**src/rtl/cic_decim_strobed.sv**
```systemverilog
// cic_decim_strobed: programmable-rate CIC decimator feeding the halfband stage.
//
// Ports:
//   clock      - system clock
//   reset      - synchronous, active-high reset (also latches rate)
//   enable     - run; low synchronously clears all state and latches rate
//   rate       - decimation factor; 0 -> 1, above 2^MAXLOG2 -> 2^MAXLOG2
//   strobe_in  - input sample valid (may be high every cycle)
//   data_in    - signed input sample
//   strobe_out - one-cycle pulse, decimated sample valid
//   data_out   - signed decimated sample, held between strobes
//
// Latency from the group-completing strobe_in to strobe_out is N+2 cycles:
// capture, N comb stages, normalise.
module cic_decim_strobed #(
  parameter int N       = 4,
  parameter int WIDTH   = 18,
  parameter int MAXLOG2 = 7
) (
  input  logic             clock,
  input  logic             reset,
  input  logic             enable,
  input  logic [7:0]       rate,
  input  logic             strobe_in,
  input  logic [WIDTH-1:0] data_in,
  output logic             strobe_out,
  output logic [WIDTH-1:0] data_out
);

  localparam int ACC_W = WIDTH + N * MAXLOG2;
  localparam int CNT_W = MAXLOG2 + 1;
  localparam int SH_W  = $clog2(N * MAXLOG2 + 1);
  localparam logic signed [ACC_W:0] SAT_HI = (ACC_W+1)'((2 ** (WIDTH - 1)) - 1);
  localparam logic signed [ACC_W:0] SAT_LO = (ACC_W+1)'(-(2 ** (WIDTH - 1)));

  function automatic logic [CNT_W-1:0] clamp_rate(input logic [7:0] r);
    if (r == 8'd0) return CNT_W'(1);
    if (32'(r) > 32'(2 ** MAXLOG2)) return CNT_W'(2 ** MAXLOG2);
    return CNT_W'(r);
  endfunction

  // N * ceil(log2(r))
  function automatic logic [SH_W-1:0] shift_of(input logic [CNT_W-1:0] r);
    int l;
    l = 0;
    for (int i = 0; i <= MAXLOG2; i++)
      if ((32'd1 << i) < 32'(r)) l = i + 1;
    return SH_W'(N * l);
  endfunction

  logic [CNT_W-1:0]        rate_eff;
  logic [SH_W-1:0]         shift_eff;
  logic [CNT_W-1:0]        r_q, r_d, cnt_q, cnt_d;
  logic [SH_W-1:0]         s_q, s_d;
  logic signed [ACC_W-1:0] integ_q [N];
  logic signed [ACC_W-1:0] integ_d [N];
  logic signed [ACC_W-1:0] comb_q  [N];
  logic signed [ACC_W-1:0] comb_d  [N];
  logic signed [ACC_W-1:0] dly_q   [N];
  logic signed [ACC_W-1:0] dly_d   [N];
  logic signed [ACC_W-1:0] samp_q, samp_d;
  logic [N+1:0]            vld_pipe_q, vld_pipe_d;
  logic [WIDTH-1:0]        data_q, data_d;
  logic signed [ACC_W-1:0] acc, stage_in;
  logic signed [ACC_W:0]   rnd;

  assign rate_eff   = clamp_rate(rate);
  assign shift_eff  = shift_of(rate_eff);
  assign strobe_out = vld_pipe_q[N+1];
  assign data_out   = data_q;

  always_comb begin
    r_d        = r_q;
    s_d        = s_q;
    cnt_d      = cnt_q;
    samp_d     = samp_q;
    data_d     = data_q;
    vld_pipe_d = '0;
    for (int k = 0; k < N; k++) begin
      integ_d[k] = integ_q[k];
      comb_d[k]  = comb_q[k];
      dly_d[k]   = dly_q[k];
    end
    acc      = {{(ACC_W-WIDTH){data_in[WIDTH-1]}}, data_in};
    stage_in = samp_q;
    rnd      = '0;

    if (!enable) begin
      r_d    = rate_eff;
      s_d    = shift_eff;
      cnt_d  = '0;
      samp_d = '0;
      data_d = '0;
      for (int k = 0; k < N; k++) begin
        integ_d[k] = '0;
        comb_d[k]  = '0;
        dly_d[k]   = '0;
      end
    end else begin
      // Integrator cascade: each stage sees the previous stage's new value,
      // so the captured sample includes the current input.
      if (strobe_in) begin
        for (int k = 0; k < N; k++) begin
          acc        = integ_q[k] + acc;
          integ_d[k] = acc;
        end
        if (cnt_q == r_q - 1'b1) begin
          cnt_d         = '0;
          samp_d        = acc;
          vld_pipe_d[0] = 1'b1;
        end else begin
          cnt_d = cnt_q + 1'b1;
        end
      end

      // Comb stage k fires when its token sits in vld_pipe_q[k].
      for (int k = 0; k < N; k++) begin
        if (vld_pipe_q[k]) begin
          comb_d[k] = stage_in - dly_q[k];
          dly_d[k]  = stage_in;
        end
        vld_pipe_d[k+1] = vld_pipe_q[k];
        stage_in        = comb_q[k];
      end
      vld_pipe_d[N+1] = vld_pipe_q[N];

      // Normalise: round half up, arithmetic shift, saturate.
      if (vld_pipe_q[N]) begin
        rnd = {comb_q[N-1][ACC_W-1], comb_q[N-1]};
        if (s_q != '0) rnd = rnd + ((ACC_W+1)'(1) <<< (s_q - 1'b1));
        rnd = rnd >>> s_q;
        if (rnd > SAT_HI)      data_d = SAT_HI[WIDTH-1:0];
        else if (rnd < SAT_LO) data_d = SAT_LO[WIDTH-1:0];
        else                   data_d = rnd[WIDTH-1:0];
      end
    end
  end

  always_ff @(posedge clock) begin
    if (reset) begin
      r_q        <= rate_eff;
      s_q        <= shift_eff;
      cnt_q      <= '0;
      samp_q     <= '0;
      data_q     <= '0;
      vld_pipe_q <= '0;
      for (int k = 0; k < N; k++) begin
        integ_q[k] <= '0;
        comb_q[k]  <= '0;
        dly_q[k]   <= '0;
      end
    end else begin
      r_q        <= r_d;
      s_q        <= s_d;
      cnt_q      <= cnt_d;
      samp_q     <= samp_d;
      data_q     <= data_d;
      vld_pipe_q <= vld_pipe_d;
      for (int k = 0; k < N; k++) begin
        integ_q[k] <= integ_d[k];
        comb_q[k]  <= comb_d[k];
        dly_q[k]   <= dly_d[k];
      end
    end
  end

endmodule

```
**config.mk**
```make
export PLATFORM = sky130hd
export DESIGN_NAME = cic_decim_strobed
export DESIGN_NICKNAME = d
export VERILOG_FILES = /design/src/rtl/cic_decim_strobed.sv
export SDC_FILE = /design/constraint.sdc
export NUM_CORES = 2
export LEC_CHECK = 0
export BUFFER_PORTS_ARGS = -buffer_cell sky130_fd_sc_hd__buf_2
export CAP_MARGIN = 20
export CORE_MARGIN = 1
export CORE_UTILIZATION = 60
export CTS_BUF_LIST = sky130_fd_sc_hd__clkbuf_4
export CTS_CLUSTER_DIAMETER = 30
export DETAILED_ROUTE_END_ITERATION = 8
export HOLD_SLACK_MARGIN = 0.02
export MAX_ROUTING_LAYER = met4
export PLACE_DENSITY = 0.87
export SYNTH_ARGS = -nofsm -noshare
export SYNTH_HDL_FRONTEND = slang
export SYNTH_SLANG_ARGS = --single-unit
```
**constraint.sdc**
```tcl
create_clock -name clock -period 12.02 [get_ports clock]
set_input_delay 2.404 -clock clock [delete_from_list [all_inputs] [get_ports clock]]
set_output_delay 2.404 -clock clock [all_outputs]
set_load 0.05 [all_outputs]
```
==> PnR_summary.wiki <==
{| class="wikitable"
! Metric !! Value
|-
| Measured slew at the worst slew-check pin || 1.03 ns
|-
| Count of unresolved DRC violations after routing || 0
|-
| Detailed-routing iteration count for the pre-antenna-repair pass || 6
|-
| Worst-skew pair later-pin latency || between 1 and 1.5 ns
|-
| Die footprint || 0.0752 mm²
|-
| Setup Buffers After CTS || 0
|-
| Min-Delay Path Depth || 2
|-
| Number of antenna violations at the first check in global routing || 2
|-
| Number of instances in the placed design || slightly above 6000
|-
| Number of buffers inserted by port buffering || 48
|-
| Layout-stage area growth over the synthesis result || 6.98%
|-
| RSZ-0062 raised after global routing || false
|-
| Worst min path class || flop to flop
|-
| Slew headroom || 0.316
|-
| Worst Hold Path EP || integ_q[2][44]
|-
| TritonCTS clock tree || done
|-
| Pleak || 0.0200 µW
|-
| IR drop worst, VDD || 84.0 µV
|-
| Cts repair resizes || 0
|-
| Clock-pin slew on the worst setup and hold paths || 0.07 ns
|-
| DRT iter0 DRCs || 3145
|-
| Power per cell area || 129 mW/mm²
|-
| Worst setup slack after placement || between 0.6 and 0.7 ns
|-
| Detail-routed net length per standard cell || around 17 µm
|-
| Critical Path Start Type || input port
|-
| Post-detailed-route via-to-cell ratio || about 6.1
|-
| Slew Viols, Final || 0
|-
| Worst R2R Start || integ_q[0][0]
|-
| IO Count || between 40 and 50
|-
| Fraction of registers with async set/reset || 0
|-
| CP most frequent cell || sky130_fd_sc_hd__a21oi_1
|-
| Number of synthesized flops with an enable pin || 11
|-
| Worst endpoint required time || ~13 ns
|-
| DP HPWL || approximately 79 mm
|-
| Number of storage elements in the synthesis netlist || between 600 and 700
|-
| Primary flip-flop cell chosen by synthesis mapping || sky130_fd_sc_hd__dfxtp_1
|-
| Final hold violation count || 0
|-
| Fin crit period || approximately 11 ns
|-
| Largest stage delay on the critical path || 0.45 ns
|-
| Worst R2R Setup Slack || 2.60 ns
|-
| Register-to-Register Path Depth || between 40 and 50
|-
| Number of CTS-inserted buffers || about 170
|-
| Share of the synthesized area in the top cell type || 0.284
|-
| Root cell of the clock tree || sky130_fd_sc_hd__clkbuf_4
|-
| Placement row count || between 90 and 100
|-
| Hold wc startpoint || integ_q[2][44]
|-
| Highest fanout seen on the critical path || 5
|-
| Capturing element type of the critical path || flop
|-
| Mean instance size in the synthesized netlist || about 8.3 µm²
|-
| Post-Route Skew || 0.0632 ns
|-
| Crit Path Class || input port to flop
|-
| Netlist Area Pre-Place || around 0.044 mm²
|-
| Fmax || about 95 MHz
|-
| Post-route clock period utilization || 0.880
|-
| Count of unique library cells instantiated by Yosys || just over 90
|-
| Global-route wire length before repair || 179 mm
|-
| Total congestion overflow || 0
|-
| H-tree levels || 4
|-
| Post-route non-filler standard cell count || approximately 6500
|-
| Total setup violations reported at the end of the flow || 0
|-
| Area of the core || 0.0732 mm²
|-
| Instance count of the mapped netlist || about 5400
|-
| Sequential share of the synthesized area || 0.291
|-
| Synthesized net count || 5781
|-
| Post-Route Utilization || 0.650
|-
| List of most frequent post-synthesis cells || sky130_fd_sc_hd__nor2_1 (755), sky130_fd_sc_hd__dfxtp_1 (630), sky130_fd_sc_hd__mux2i_1 (512)
|-
| Clock sink count || about 640
|-
| Cell types with the largest area share after synthesis || sky130_fd_sc_hd__dfxtp_1 (28%), sky130_fd_sc_hd__mux2i_1 (12%), sky130_fd_sc_hd__ha_1 (11%)
|-
| Synth warnings || 0
|-
| Total via count in the routed design || roughly 39000
|-
| CP max stage cell || sky130_fd_sc_hd__a21oi_1
|-
| Maximum clock path buffer count || 3
|-
| Die Wd || 274 µm
|-
| Most common cell in the synthesized netlist || sky130_fd_sc_hd__nor2_1
|-
| Overall routing resource usage || 0.294
|-
| Status || finished clean
|-
| PnR worst setup slack || between 1 and 1.5 ns
|-
| Total wirelength of the detailed-routed design || 110 mm
|-
| Number of nets in the layout || just under 6000
|-
| Final estimated routing congestion in global placement || 1.03
|-
| Data arrival time of the critical path || around 11 ns
|-
| Post-synthesis cell type with the largest combined area || sky130_fd_sc_hd__dfxtp_1
|-
| Max_cap viols || 0
|-
| Share of layout cells above drive strength 1 || 0.0723
|-
| Post-detailed-route count of antenna-violating nets || 0
|-
| R2R Path End || integ_q[3][45]
|-
| Post-Route Setup TNS || 0 ns
|-
| Die boundary height || roughly 270 µm
|-
| Largest net degree at the start of global routing || 211
|-
| Hold buffers post-CTS || 0
|-
| Via count of the first global-routing pass || ~37000
|-
| Effective utilization at floorplan || 0.608
|-
| Layout filler cell count || between 5000 and 6000
|-
| PnR Total Power || between 6000 and 7000 µW
|}
==> placed cells by master, fill, tap and decap left out, types with 14 or more instances in the layout <==
cell,count
sky130_fd_sc_hd__nor4_1,14
sky130_fd_sc_hd__and3_1,55
sky130_fd_sc_hd__a311oi_1,14
sky130_fd_sc_hd__a211oi_1,82
sky130_fd_sc_hd__buf_2,47
sky130_fd_sc_hd__a21o_1,216
sky130_fd_sc_hd__nand2b_1,53
sky130_fd_sc_hd__buf_4,25
sky130_fd_sc_hd__a2111oi_0,15
sky130_fd_sc_hd__clkbuf_4,226
sky130_fd_sc_hd__or3_1,29
sky130_fd_sc_hd__nand3b_1,15
sky130_fd_sc_hd__a21boi_0,15
sky130_fd_sc_hd__o31ai_1,22
sky130_fd_sc_hd__nand3_1,97
sky130_fd_sc_hd__o21ai_0,207
sky130_fd_sc_hd__a21oi_1,385
sky130_fd_sc_hd__nand4_1,58
sky130_fd_sc_hd__nand2_1,262
sky130_fd_sc_hd__inv_1,293
sky130_fd_sc_hd__and4_1,19
sky130_fd_sc_hd__nor2b_1,52
sky130_fd_sc_hd__clkinv_1,47
sky130_fd_sc_hd__mux2i_1,512
sky130_fd_sc_hd__ha_1,375
sky130_fd_sc_hd__xor2_1,115
sky130_fd_sc_hd__nor3_1,93
sky130_fd_sc_hd__o21a_1,57
sky130_fd_sc_hd__nor2_1,755
sky130_fd_sc_hd__dfxtp_1,626
sky130_fd_sc_hd__o22ai_1,29
sky130_fd_sc_hd__xnor2_1,256
sky130_fd_sc_hd__and2_1,24
sky130_fd_sc_hd__o211ai_1,33
sky130_fd_sc_hd__o21bai_1,55
sky130_fd_sc_hd__a31oi_1,49
==> critical path: cells and delay by family <==
kind                     cells  cell delay [ns]
AO/OA/AOI/OAI               26             5.68
adder cells (fa/ha/maj)      5             1.63
XOR/XNOR                     5             0.86
AND/OR/NAND/NOR              5             0.73
buffers and inverters        1             0.10
==> per-stage QoR <==
step | hold WS (ns) | area (µm²)
6_report | 0.472 | 47600
5_1_grt | 0.485 | 47600
4_1_cts | 0.471 | 47600
3_5_place_dp | 0.461 | 45200
3_3_place_gp | 0.454 | 45200
2_1_floorplan | 0.445 | 44500
==> layout make-up <==
cell class	count	area [µm²]	share of cell area
clock inverter	76	643	0.0135
timing repair buffer	74	458	0.00962
antenna	6	15.0	0.000315
sequential	641	13000	0.272
multi-input combinational	4194	29500	0.620
tap	959	1200	0.0252
inverter	297	1120	0.0236
clock buffer	226	1700	0.0357
==> report_power, final <==
group | leakage, µW | internal, µW | switching, µW
logic | 0.0134 | 700 | 1080
registers | 0.00521 | 2200 | 44.5
clock network | 0.00136 | 1140 | 966
total | 0.0200 | 4040 | 2090
==> kinds of logic after synthesis <==
group | after synthesis | share of synthesized area
compound gates | 1346 | 0.199
mux | 524 | 0.120
simple gates | 1569 | 0.161
buf+inv | 533 | 0.0462
xor+xnor | 372 | 0.0736
flops | 641 | 0.291
fa+ha+maj | 383 | 0.109
==> registers in the layout (all words and copies together), names as in the netlist <==
register	flops
data_out	18
s_q	3
integ_q	184
cnt_q	8
r_q	8
vld_pipe_q	6
samp_q	46
dly_q	184
comb_q	184
==> worst max-delay path by stage <==
stage                     cells after the start        from             end
after floorplan                              43  data_in[0]  integ_q[3][45]
after global placement                       42  data_in[0]  integ_q[3][45]
after detailed placement                     43  data_in[0]  integ_q[3][45]
after CTS                                    43  data_in[0]  integ_q[3][45]
after global routing                         43  data_in[0]  integ_q[3][45]
final                                        42  data_in[0]  integ_q[3][45]
==> per-layer routing <==
layer	global-route usage	part of all wire
met1	0.343	0.43
met5	-	0
met3	0.0506	0.053
met4	0.143	0.042
met2	0.486	0.48
Note: power is estimated with default switching activity, not from simulation.
